`src/rtl/branch_controller.sv`:
```
// Branch resolution sequencer beside ID: waits for in-flight flag writers,
// evaluates the condition, then issues a registered redirect and an IF/ID flush.
module branch_controller #(
    parameter int ADDR_W      = 32,
    parameter int FLUSH_DEPTH = 1,
    parameter int CNT_W       = 16,
    parameter int PEND_MAX    = 3
) (
    input  logic              clk,
    input  logic              rst_n,
    input  logic              idValid,
    input  logic [1:0]        idOpType,
    input  logic [3:0]        idOpCode,
    input  logic [ADDR_W-1:0] idTarget,
    input  logic              flagWriteIssue,
    input  logic              flagWriteDone,
    input  logic [1:0]        flags,
    output logic              stall,
    output logic              pcSel,
    output logic [ADDR_W-1:0] pcTarget,
    output logic              flushIF,
    output logic              flushID,
    output logic [CNT_W-1:0]  branchCount,
    output logic [CNT_W-1:0]  takenCount,
    output logic              pendErr
);

    localparam int PW = $clog2(PEND_MAX + 1);

    typedef enum logic [1:0] {IDLE, WAIT, FLUSH} stateT;

    stateT             state, nextState;
    logic [PW-1:0]     pendCnt;
    logic [2:0]        flushLeft;
    logic [3:0]        heldOp;
    logic [ADDR_W-1:0] heldTarget;
    logic              isBranch, flagsReady;
    logic              stallInt, resolve, taken, latchNew;

    function automatic logic condMet(input logic [3:0] op, input logic [1:0] f);
        case (op)
            4'd0:    condMet = 1'b1;
            4'd1:    condMet = f[0];
            4'd2:    condMet = !f[0];
            4'd3:    condMet = f[0] | f[1];
            4'd4:    condMet = !f[0] & !f[1];
            default: condMet = 1'b0;
        endcase
    endfunction

    assign isBranch   = idValid && (idOpType == 2'b11) && (idOpCode <= 4'd4);
    assign flagsReady = (pendCnt == '0) && !flagWriteIssue;

    always_comb begin
        nextState = state;
        stallInt  = 1'b0;
        resolve   = 1'b0;
        taken     = 1'b0;
        latchNew  = 1'b0;
        case (state)
            IDLE: begin
                if (isBranch) begin
                    if ((idOpCode == 4'd0) || flagsReady) begin
                        resolve = 1'b1;
                        taken   = condMet(idOpCode, flags);
                        if (taken) begin
                            latchNew  = 1'b1;
                            nextState = FLUSH;
                        end
                    end else begin
                        stallInt  = 1'b1;
                        latchNew  = 1'b1;
                        nextState = WAIT;
                    end
                end
            end
            WAIT: begin
                if (flagsReady) begin
                    resolve   = 1'b1;
                    taken     = condMet(heldOp, flags);
                    nextState = taken ? FLUSH : IDLE;
                end else begin
                    stallInt = 1'b1;
                end
            end
            FLUSH: begin
                if (flushLeft == 3'd0) nextState = IDLE;
            end
            default: nextState = IDLE;
        endcase
    end

    // Stall is combinational; force it low while reset is held so outputs drop at once.
    assign stall    = stallInt & rst_n;
    assign flushIF  = (state == FLUSH);
    assign flushID  = (state == FLUSH);
    assign pcTarget = heldTarget;

    always_ff @(posedge clk or negedge rst_n) begin
        if (!rst_n) begin
            state       <= IDLE;
            pcSel       <= 1'b0;
            flushLeft   <= 3'd0;
            heldOp      <= 4'd0;
            heldTarget  <= '0;
            branchCount <= '0;
            takenCount  <= '0;
        end else begin
            state <= nextState;
            pcSel <= taken;
            if (latchNew) begin
                heldOp     <= idOpCode;
                heldTarget <= idTarget;
            end
            if (resolve) branchCount <= branchCount + 1'b1;
            if (taken) begin
                takenCount <= takenCount + 1'b1;
                flushLeft  <= 3'(FLUSH_DEPTH - 1);
            end else if ((state == FLUSH) && (flushLeft != 3'd0)) begin
                flushLeft <= flushLeft - 3'd1;
            end
        end
    end

    // Scoreboard of in-flight flag writers; saturates at both ends and flags misuse.
    always_ff @(posedge clk or negedge rst_n) begin
        if (!rst_n) begin
            pendCnt <= '0;
            pendErr <= 1'b0;
        end else if (flagWriteIssue && !flagWriteDone) begin
            if (pendCnt == PW'(PEND_MAX)) pendErr <= 1'b1;
            else                          pendCnt <= pendCnt + 1'b1;
        end else if (flagWriteDone && !flagWriteIssue) begin
            if (pendCnt == '0) pendErr <= 1'b1;
            else               pendCnt <= pendCnt - 1'b1;
        end
    end

endmodule

```
`config.mk`:
```
export PLATFORM = sky130hd
export DESIGN_NAME = branch_controller
export DESIGN_NICKNAME = d
export VERILOG_FILES = /design/src/rtl/branch_controller.sv
export SDC_FILE = /design/constraint.sdc
export NUM_CORES = 1
export LEC_CHECK = 0
export ABC_AREA = 1
export BUFFER_PORTS_ARGS = -buffer_cell sky130_fd_sc_hd__clkbuf_2
export CORE_MARGIN = 4
export CORE_UTILIZATION = 45
export DETAILED_ROUTE_END_ITERATION = 8
export PLACE_DENSITY = 0.7
export SYNTH_ARGS = -nofsm -noshare
export SYNTH_HDL_FRONTEND = slang
export SYNTH_SLANG_ARGS = --single-unit
```
`constraint.sdc`:
```
create_clock -name clk -period 1.7 [get_ports clk]
set_input_delay 0.34 -clock clk [delete_from_list [all_inputs] [get_ports clk]]
set_output_delay 0.34 -clock clk [all_outputs]
set_load 0.02 [all_outputs]
```
# Word-level counts from Yosys, hierarchy flattened
# Cells that the tools add are included.
# Widths: inputs -> output; s select.
dict set report totals {
  ff_bits 77
  input_bits 45
  wordCells 100
}
dict set report op_classes {
  n_reduce_logical 23
  eq_ne 19
  magnitude_cmp 1
  addsub 5
  bitwise_logic 3
  n_mux 40
}
# cell n
set op_table {}
lappend op_table {{$add 16x1->16 const B} 2}
lappend op_table {{$mux 1} 22}
lappend op_table {{$mux 2} 10}
lappend op_table {{$eq 4x2->1 const B} 4}
lappend op_table {{$pmux 1 s5} 2}
lappend op_table {{$eq 4x1->1 const B} 2}
lappend op_table {{$eq 4x3->1 const B} 2}
lappend op_table {{$logic_not 4->1} 2}
lappend op_table {{$eq 2x2->1 const B} 3}
lappend op_table {{$logic_and 1x1->1} 6}
lappend op_table {{$mux 3} 2}
lappend op_table {{$ne 2x1->1 const B} 3}
lappend op_table {{$ne 2x2->1 const B} 3}
lappend op_table {{$pmux 1 s2} 3}
lappend op_table {{$pmux 2 s3} 1}
lappend op_table {{$reduce_and 3->1} 2}
lappend op_table {{$reduce_bool 2->1} 3}
lappend op_table {{$le 4x3->1 const B} 1}
lappend op_table {{$logic_not 1->1} 4}
lappend op_table {{$logic_not 2->1} 2}
lappend op_table {{$reduce_and 4->1} 1}
lappend op_table {{$logic_not 3->1} 1}
lappend op_table {{$ne 3x3->1 const B} 1}
lappend op_table {{$reduce_bool 3->1} 1}
lappend op_table {{7 further kinds} 8}

# Longest topological paths before layout
# Gate-level depths: netlist (run 1).
dict set report depth {
  ltp_word 10
  depth_mapped 11
  mapped_depth_nobuf 10
}

# Worst setup path after synthesis (run 1)
# OpenSTA, ideal clock, no wires.
dict set report synth_timing {
  kind {register to register}
  from {register branchCount[0]}
  to {register branchCount[14]}
  stages_incl_launch_ff 11
  slack_ns 0.092
  arrival_ns 1.491
  period_less_slack_ns 1.608
  cell_sequence {dfrtp_1 -> ha_1 -> inv_1 -> nor2_1 -> nand2_1 -> nor2_1 -> nand3_1 -> nand2_1 -> nand2_1 -> nand2_1 -> nand2_1}
}
dict set report synth_via {
  elab_chain_cells 1
}
# element line
set synth_rtl {}
lappend synth_rtl {{start, declared} 23} ;# output logic [CNT_W-1:0] branchCount,
lappend synth_rtl {{start signal, assigned} 115} ;# if (resolve) branchCount <= branchCount + 1'b1;
lappend synth_rtl {{$add 16x1->16} 115}
# No other way between the ends.
# A chain may end at the register's enable or synchronous reset.

# Worst setup path in the final report (run 1)
dict set report layout_timing {
  from {register pendCnt[1]}
  to {output stall}
}
dict set report layout_via {
  elab_chain_cells 7
  elab_cells_between_ends 8
}
# element line
set layout_rtl {}
lappend layout_rtl {{start, declared} 33} ;# logic [PW-1:0] pendCnt;
lappend layout_rtl {{start signal, assigned} 132} ;# else pendCnt <= pendCnt + 1'b1;
lappend layout_rtl {{start signal, assigned} 135} ;# else pendCnt <= pendCnt - 1'b1;
lappend layout_rtl {{$logic_not 2->1 (*)} 52} ;# assign flagsReady = (pendCnt == '0) && !flagWriteIssue;
lappend layout_rtl {{$logic_and 1x1->1 (*)} 52}
lappend layout_rtl {{$logic_or 1x1->1} 63} ;# if ((idOpCode == 4'd0) || flagsReady) begin
lappend layout_rtl {{$mux 1} 63}
lappend layout_rtl {{$mux 1} 62} ;# if (isBranch) begin
lappend layout_rtl {{$pmux 1 s2 (*)} 60} ;# case (state)
lappend layout_rtl {{$and 1x1->1 (*)} 94} ;# assign stall = stallInt & rst_n;
lappend layout_rtl {{end, declared} 18} ;# output logic stall,
# Every way passes the cells marked *; elsewhere a longest branch is shown, timed or not.

==> impl_metrics.ini, run 1 <==
[finish]
diodes = 0
nNetsFinal = 702
fin_area_sq_mm = 0.00521
area_delta_synth_final_pct = 24.2
drive_gt1_frac = 0.271
fillerInstances = 815

[floorplanning]
io_pins = 114
coreArea_sq_mm = 0.00889
die_height_um = 105
die-area_sq_mm = 0.0109
die_x_um = 105
initial_core_util = 0.472
rows = 34

[run]
cap_violations = 0

[worst_setup_path]
cp.required_ps = 1360
slowest_delay_ps = 440
critPathMaxFanout = 3
crit_chain = nor2_4 -> nand2_4 -> nand2_4 -> nor3_2 -> a21oi_2 -> nor2_2 -> buf_6
path_class = register to output port
cpMaxStageDelayCell = dfrtp_1
cpMostUsedCell = nand2_4
ff2ff_setup_slack_ps = 90
end_kind = output port
crit_arrival_ps = 1460
startpoint_type = register

[clock_network]
cts_tree = yes
htreeDepth = 3
cts.hold.buffers_added = 0
clockRootBuffer = clkbuf_8
path_clk_slew_ps = 90
numCtsBuffers = 9
clock_path_buffers = 2
clock_sinks = 77
worstSkewPairLatency_ps = 340

[timing]
fin_crit_sh = 1.06
maxSlewViolCount = 0
finalSetupViolations = 1
skew_ps = 13.6
timing.final.ws_setup_ps = -101
fmax_ghz = 0.555
hold_viol = 0
fin_crit_ps = 1800
relSlewSlack = 0.342
worst_slew_pin_slew_ps = 987
rsz0062_at_grt = true

[detailed_routing]
finalWirelength_um = 10000
vias_per_cell = 5.11
vias = 3903
firstDrtPassIters = 4
antenna_left = 0
drt_iter0_markers = 177
drc = 0
wl_per_cell_um = 13.1

[global_route]
grt_pass1_wl_um = 17100
gr-usage-all-layers = 0.185
grt.overflow.total = 0
grt_pass1_vias = 3744
antenna_found_initial = 0
grt_max_degree = 78

[yosys]
ys_types = 28
async_flop_share = 1.00
yosysSeqAreaShare = 0.459
synth_seq_cells = 77
synth_fp_nets = 580
yosysWarnings = 0
synthCells = 529
ys.flop_type = dfrtp_1
syn_area_per_cell_sq_um = 7.93
synth_edf_count = 0
netlist_area_sq_mm = 0.00420

[run_status]
status = finished, violations left
failed_checks = setup timing

[placed_design]
hpwlAfterDp_um = 7120
dp_slack_ps = 63.5
placed_area_sq_mm = 0.00490
buffer_ports.inserted = 113
gp_congestion = 0.838

[pwr]
ir_drop_mv = 0.821
power.leakage_nw = 2.92
p_per_area_mw_per_mm2 = 1440

[worst_hold_path]
worstHoldPathType = primary input to register
==> repair_timing <==
item / in CTS / in global routing
gates resized for setup: 5 / 6
buffers inserted: 5 / 2
pin swaps: 4 / 4
endpoints found under the setup margin: 1 / 4
==> state kept, by name (all words and copies together), names as in the netlist <==
register	cells
pendErr	1
flushLeft	3
pcTarget	32
heldOp	4
branchCount	16
pendCnt	2
takenCount	16
state	2
pcSel	1
==> stage by stage <==
stage | setup TNS (ps) | hold WS, ps | std cells | util | power (mW)
floorplan | 0 | 44.4 | 529 | - | 4.79
CTS | -160 | 218 | 762 | 0.583 | 7.52
global placement | 0 | 452 | 741 | 0.551 | 5.70
finish | -101 | 235 | 764 | 0.586 | 7.49
global route | -236 | 219 | 764 | 0.586 | 8.04
detailed placement | 0 | 456 | 741 | 0.551 | 5.81
==> placed cells by master (no fill, tap or decap), types with 5 or more instances in the layout <==
cell / netlist / routed
xor2_1: 13 / 13
xnor2_1: 6 / 6
nand2_4: 5 / 5
o21ai_0: 5 / 5
nand2_1: 191 / 191
ha_1: 6 / 6
clkbuf_2: 0 / 111
nor2_1: 30 / 29
nand3_1: 45 / 45
inv_1: 46 / 46
o21ai_1: 7 / 7
nor3_1: 8 / 7
nand4_1: 42 / 42
dfrtp_1: 77 / 74
clkbuf_8: 0 / 11
buf_4: 4 / 15
==> cells in the mapped netlist, types with 5 or more instances <==
| master | number | share of area |
|---|---|---|
| inv_1 | 46 | 0.041 |
| nor3_1 | 8 | 0.0095 |
| o21ai_1 | 7 | 0.0083 |
| xor2_1 | 13 | 0.027 |
| dfrtp_1 | 77 | 0.46 |
| o21ai_0 | 5 | 0.0060 |
| nor2_1 | 30 | 0.027 |
| nand4_1 | 42 | 0.063 |
| nand2_4 | 5 | 0.013 |
| nand2_1 | 191 | 0.17 |
| xnor2_1 | 6 | 0.013 |
| ha_1 | 6 | 0.018 |
| nand3_1 | 45 | 0.054 |
| buf_6 | 5 | 0.013 |
| buf_2 | 8 | 0.0095 |
==> power breakdown <==
group	leakage (nW)	switching, mW	internal [mW]
logic	1.81	1.97	1.06
registers	0.998	0.439	2.43
clock network	0.116	0.678	0.911
==> final cells by class <==
class | count | area, sq um | area share
Inverter | 50 | 188 | 0.0360
Clock inverter | 5 | 81.3 | 0.0156
Clock buffer | 11 | 151 | 0.0290
Timing Repair Buffer | 132 | 771 | 0.148
Tap cell | 108 | 135 | 0.0259
Multi-Input combinational cell | 381 | 1960 | 0.375
Sequential cell | 77 | 1930 | 0.370
==> worst max-delay path: cells and delay by family, from the launching register on <==
kind                   cells  cell delay (ps)
buffers and inverters      1              130
AND/OR/NAND/NOR            5              400
flip-flops                 1              440
AO/OA/AOI/OAI              1              160
==> per-layer routing <==
layer / routed length [um] / share of wire / GRT usage
met5: 0 / 0 / 0
met4: 148 / 0.015 / 0.0647
met3: 597 / 0.060 / 0.0327
met2: 4790 / 0.48 / 0.308
met1: 4470 / 0.45 / 0.244
==> path summary, 6_finish.rpt <==
kind / to / depth (start not counted) / startpoint
max in group asynchronous: state[1] / 2 / rst_n
hold / removal: pcTarget[4] / 3 / idTarget[4]
hold reg to reg: heldOp[3] / 2 / heldOp[3]
setup / recovery: stall / 7 / pendCnt[1]
setup reg to reg: takenCount[15] / 10 / pendCnt[1]
min in group asynchronous: flushLeft[0] / 2 / rst_n
==> cell families after synthesis <==
logic type	after synthesis	share of synthesized area
simple gates	338	0.382
flops	77	0.459
buf+inv	71	0.0784
xor+xnor	19	0.0397
compound gates	18	0.0233
fa+ha+maj	6	0.0179
Note: power is estimated with default switching activity, not from simulation.
==> inputs of run 2 (changes only) <==
--- a/config.mk
+++ b/config.mk
@@ -5,12 +5,12 @@
 export SDC_FILE = /design/constraint.sdc
 export NUM_CORES = 1
 export LEC_CHECK = 0
-export ABC_AREA = 1
 export BUFFER_PORTS_ARGS = -buffer_cell sky130_fd_sc_hd__clkbuf_2
 export CORE_MARGIN = 4
 export CORE_UTILIZATION = 45
 export DETAILED_ROUTE_END_ITERATION = 8
-export PLACE_DENSITY = 0.7
+export PLACE_DENSITY = 0.73
+export SETUP_SLACK_MARGIN = 0.4
 export SYNTH_ARGS = -nofsm -noshare
 export SYNTH_HDL_FRONTEND = slang
 export SYNTH_SLANG_ARGS = --single-unit
==> constraint.sdc (replaced) <==
create_clock -name clk -period 1.8 [get_ports clk]
set_input_delay 0.36 -clock clk [delete_from_list [all_inputs] [get_ports clk]]
set_output_delay 0.36 -clock clk [all_outputs]
set_load 0.02 [all_outputs]
==> run 2 against run 1 <==
Clock skew fell by 2.9 ps. Design area is 1.2% higher. Largest power group is now sequential cells. Final cell count is 29% lower. The flow still finishes with violations (setup timing). Largest cell class is now registers. Die area is 18% lower. Sequential share of layout area fell by 0.41 points. Synthesized cell count is 50% lower.
==> impl_metrics.ini, run 2 <==
[yosys]
synthSimpleGateAreaFrac = 0.134
synthCells = 265
netlist_area_sq_mm = 0.00340
async_flop_share = 1.00
ys_top_cells_by_count = dfrtp_1, mux2_2, xnor2_1, xor2_1, nand2_1
synth.most_common_cell = dfrtp_1
synth_edf_count = 0
ys_types = 41
synthTopCellsByArea = dfrtp_1, mux2_2, xnor2_1
synth_top_family_by_area = simple AND/OR/NAND/NOR gates
synth-adder-area-share = 0.0251
synthMuxAreaShare = 0.126
syn_area_per_cell_sq_um = 12.8
synth-compound-area-share = 0.0391
netlist.top_cell.by_area = dfrtp_1
synth_fp_nets = 316
synth_xor_area_frac = 0.0825
synth_seq_cells = 77
yosysWarnings = 0
yosysSeqAreaShare = 0.567
netlist.area_leader.share = 0.567
ys.flop_type = dfrtp_1

[timing]
rsz0062_at_grt = true
worst_slew_pin_slew_ps = 759
final.setup.tns_ps = -2680
finalSetupViolations = 35
fmax_ghz = 0.511
skew_ps = 10.7
relSlewSlack = 0.492
maxSlewViolCount = 0
hold_viol = 0
fin_crit_sh = 1.09
fin_crit_ps = 1960
timing.final.ws_setup_ps = -158

[global_route]
gr-usage-all-layers = 0.192
grt_max_degree = 78
grt_pass1_wl_um = 13400
grt_pass1_vias = 2837
antenna_found_initial = 0
grt.overflow.total = 0

[clock_network]
cts_tree = yes
htreeDepth = 3
path_clk_slew_ps = 90
numCtsBuffers = 9
clock_sinks = 77
cts.hold.buffers_added = 0
clockRootBuffer = clkbuf_8
worstSkewPairLatency_ps = 340
clock_path_buffers = 2

[pwr]
switching_share = 0.353
power.leakage_nw = 2.82
p_int_mw = 4.06
p_per_area_mw_per_mm2 = 1190
p_comb_frac = 0.386
switchingPower_mw = 2.22
ir_drop_mv = 0.754
p_total_mw = 6.28
p_clk_frac = 0.205
p_seq_frac = 0.409

[detailed_routing]
wl_per_cell_um = 16.2
vias_per_cell = 4.98
drt_iter0_markers = 89
finalWirelength_um = 8760
antenna_left = 0
drc = 0
vias = 2698
firstDrtPassIters = 4

[worst_setup_path]
path_class = primary input to output port
cpMaxStageDelayCell = or4_4
startpoint_type = primary input
cp.required_ps = 1440
end_kind = output port
crit_arrival_ps = 1600
slowest_delay_ps = 570
critPathMaxFanout = 3
crit_chain = buf_4 -> or4_4 -> a21oi_2 -> nor3_2 -> and2_4 -> clkbuf_8

[finish]
area_delta_synth_final_pct = 55.3
final_util = 0.723
final_common_cell = clkbuf_2
largest_reg_flops = 32
diodes = 0
nNetsFinal = 489
drive_gt1_frac = 0.628
instances_no_fill = 542
fillerInstances = 535
layout_common_cells = clkbuf_2, dfrtp_1, buf_4

[floorplanning]
die-area_sq_mm = 0.00900
initial_core_util = 0.466
die_x_um = 94.9
coreArea_sq_mm = 0.00729
io_pins = 114
rows = 31
die_height_um = 94.9

[placed_design]
gp_congestion = 0.817
placedCellCount = 499
hpwlAfterDp_um = 5400
buffer_ports.inserted = 113
dp_slack_ps = -395

[run_status]
status = finished, violations left
failed_checks = setup timing

[worst_hold_path]
worstHoldPathType = primary input to asynchronous set/reset pin

[run]
cap_violations = 0
==> run 2: final timing paths <==
kind                                 start         endpoint  slack (ps)  depth (start not counted)
max                            idOpCode[1]            stall        -160                          6
min                                  rst_n   branchCount[4]          50                          2
max reg2reg                     pendCnt[1]  branchCount[12]        -130                          8
min reg2reg                branchCount[15]  branchCount[15]         480                          1
max in group asynchronous            rst_n         state[0]        1410                          2
min in group clk              idTarget[11]     pcTarget[11]         240                          2
==> run 2: logic make-up (layout without fill, tap and decap cells) <==
| group | count (synthesis) | after routing |
|---|---|---|
| mux | 38 | 38 |
| compound gates | 20 | 22 |
| flops | 77 | 77 |
| buf+inv | 19 | 195 |
| xor+xnor | 32 | 32 |
| simple gates | 72 | 72 |
| fa+ha+maj | 7 | 7 |
==> run 2: repair_timing <==
action                                  4_1_cts  5_1_grt
buffers inserted                             19        2
pin swaps                                    18       16
endpoints found under the setup margin       79       79
cloned                                        4        2
gates resized for setup                      54       59
==> run 2: worst max-delay path, delay by kind of cell <==
family / cells / cell delay (ps)
buffers and inverters: 2 / 260
AO/OA/AOI/OAI: 1 / 190
AND/OR/NAND/NOR: 3 / 780
==> run 2: final cells by class <==
| type | instances | area (sq um) | share of cell area |
|---|---|---|---|
| Sequential cell | 77 | 1930 | 0.366 |
| Clock inverter | 5 | 61.3 | 0.0116 |
| Multi-Input combinational cell | 171 | 1750 | 0.332 |
| Timing Repair Buffer | 168 | 1230 | 0.233 |
| Tap cell | 99 | 124 | 0.0235 |
| Clock buffer | 11 | 131 | 0.0249 |
| Inverter | 11 | 46.3 | 0.00878 |
==> run 2: power by group through the flow <==
stage	Clock [mW]	Sequential, mW	Combinational [mW]
2_1_floorplan	0	3.04	0.696
3_3_place_gp	0	2.52	1.97
3_5_place_dp	0	2.54	2.01
4_1_cts	1.32	2.54	2.19
5_1_grt	1.39	2.64	2.61
6_report	1.29	2.57	2.42
==> run 2: stage by stage <==
step	hold slack (ps)	cell area [sq um]
floorplan	64.4	3460
global placement	439	4340
detailed placement	444	4340
CTS	62.5	4970
global route	60.4	5270
finish	51.0	5270
==> run 2: routing by layer <==
layer | up-vias | global-route usage | wire length (um)
met3 | 9 | 0.0398 | 520
li1 | 1282 | - | -
met5 | - | 0 | 0
met4 | 0 | 0.0721 | 99
met2 | 85 | 0.319 | 4450
met1 | 1322 | 0.247 | 3690
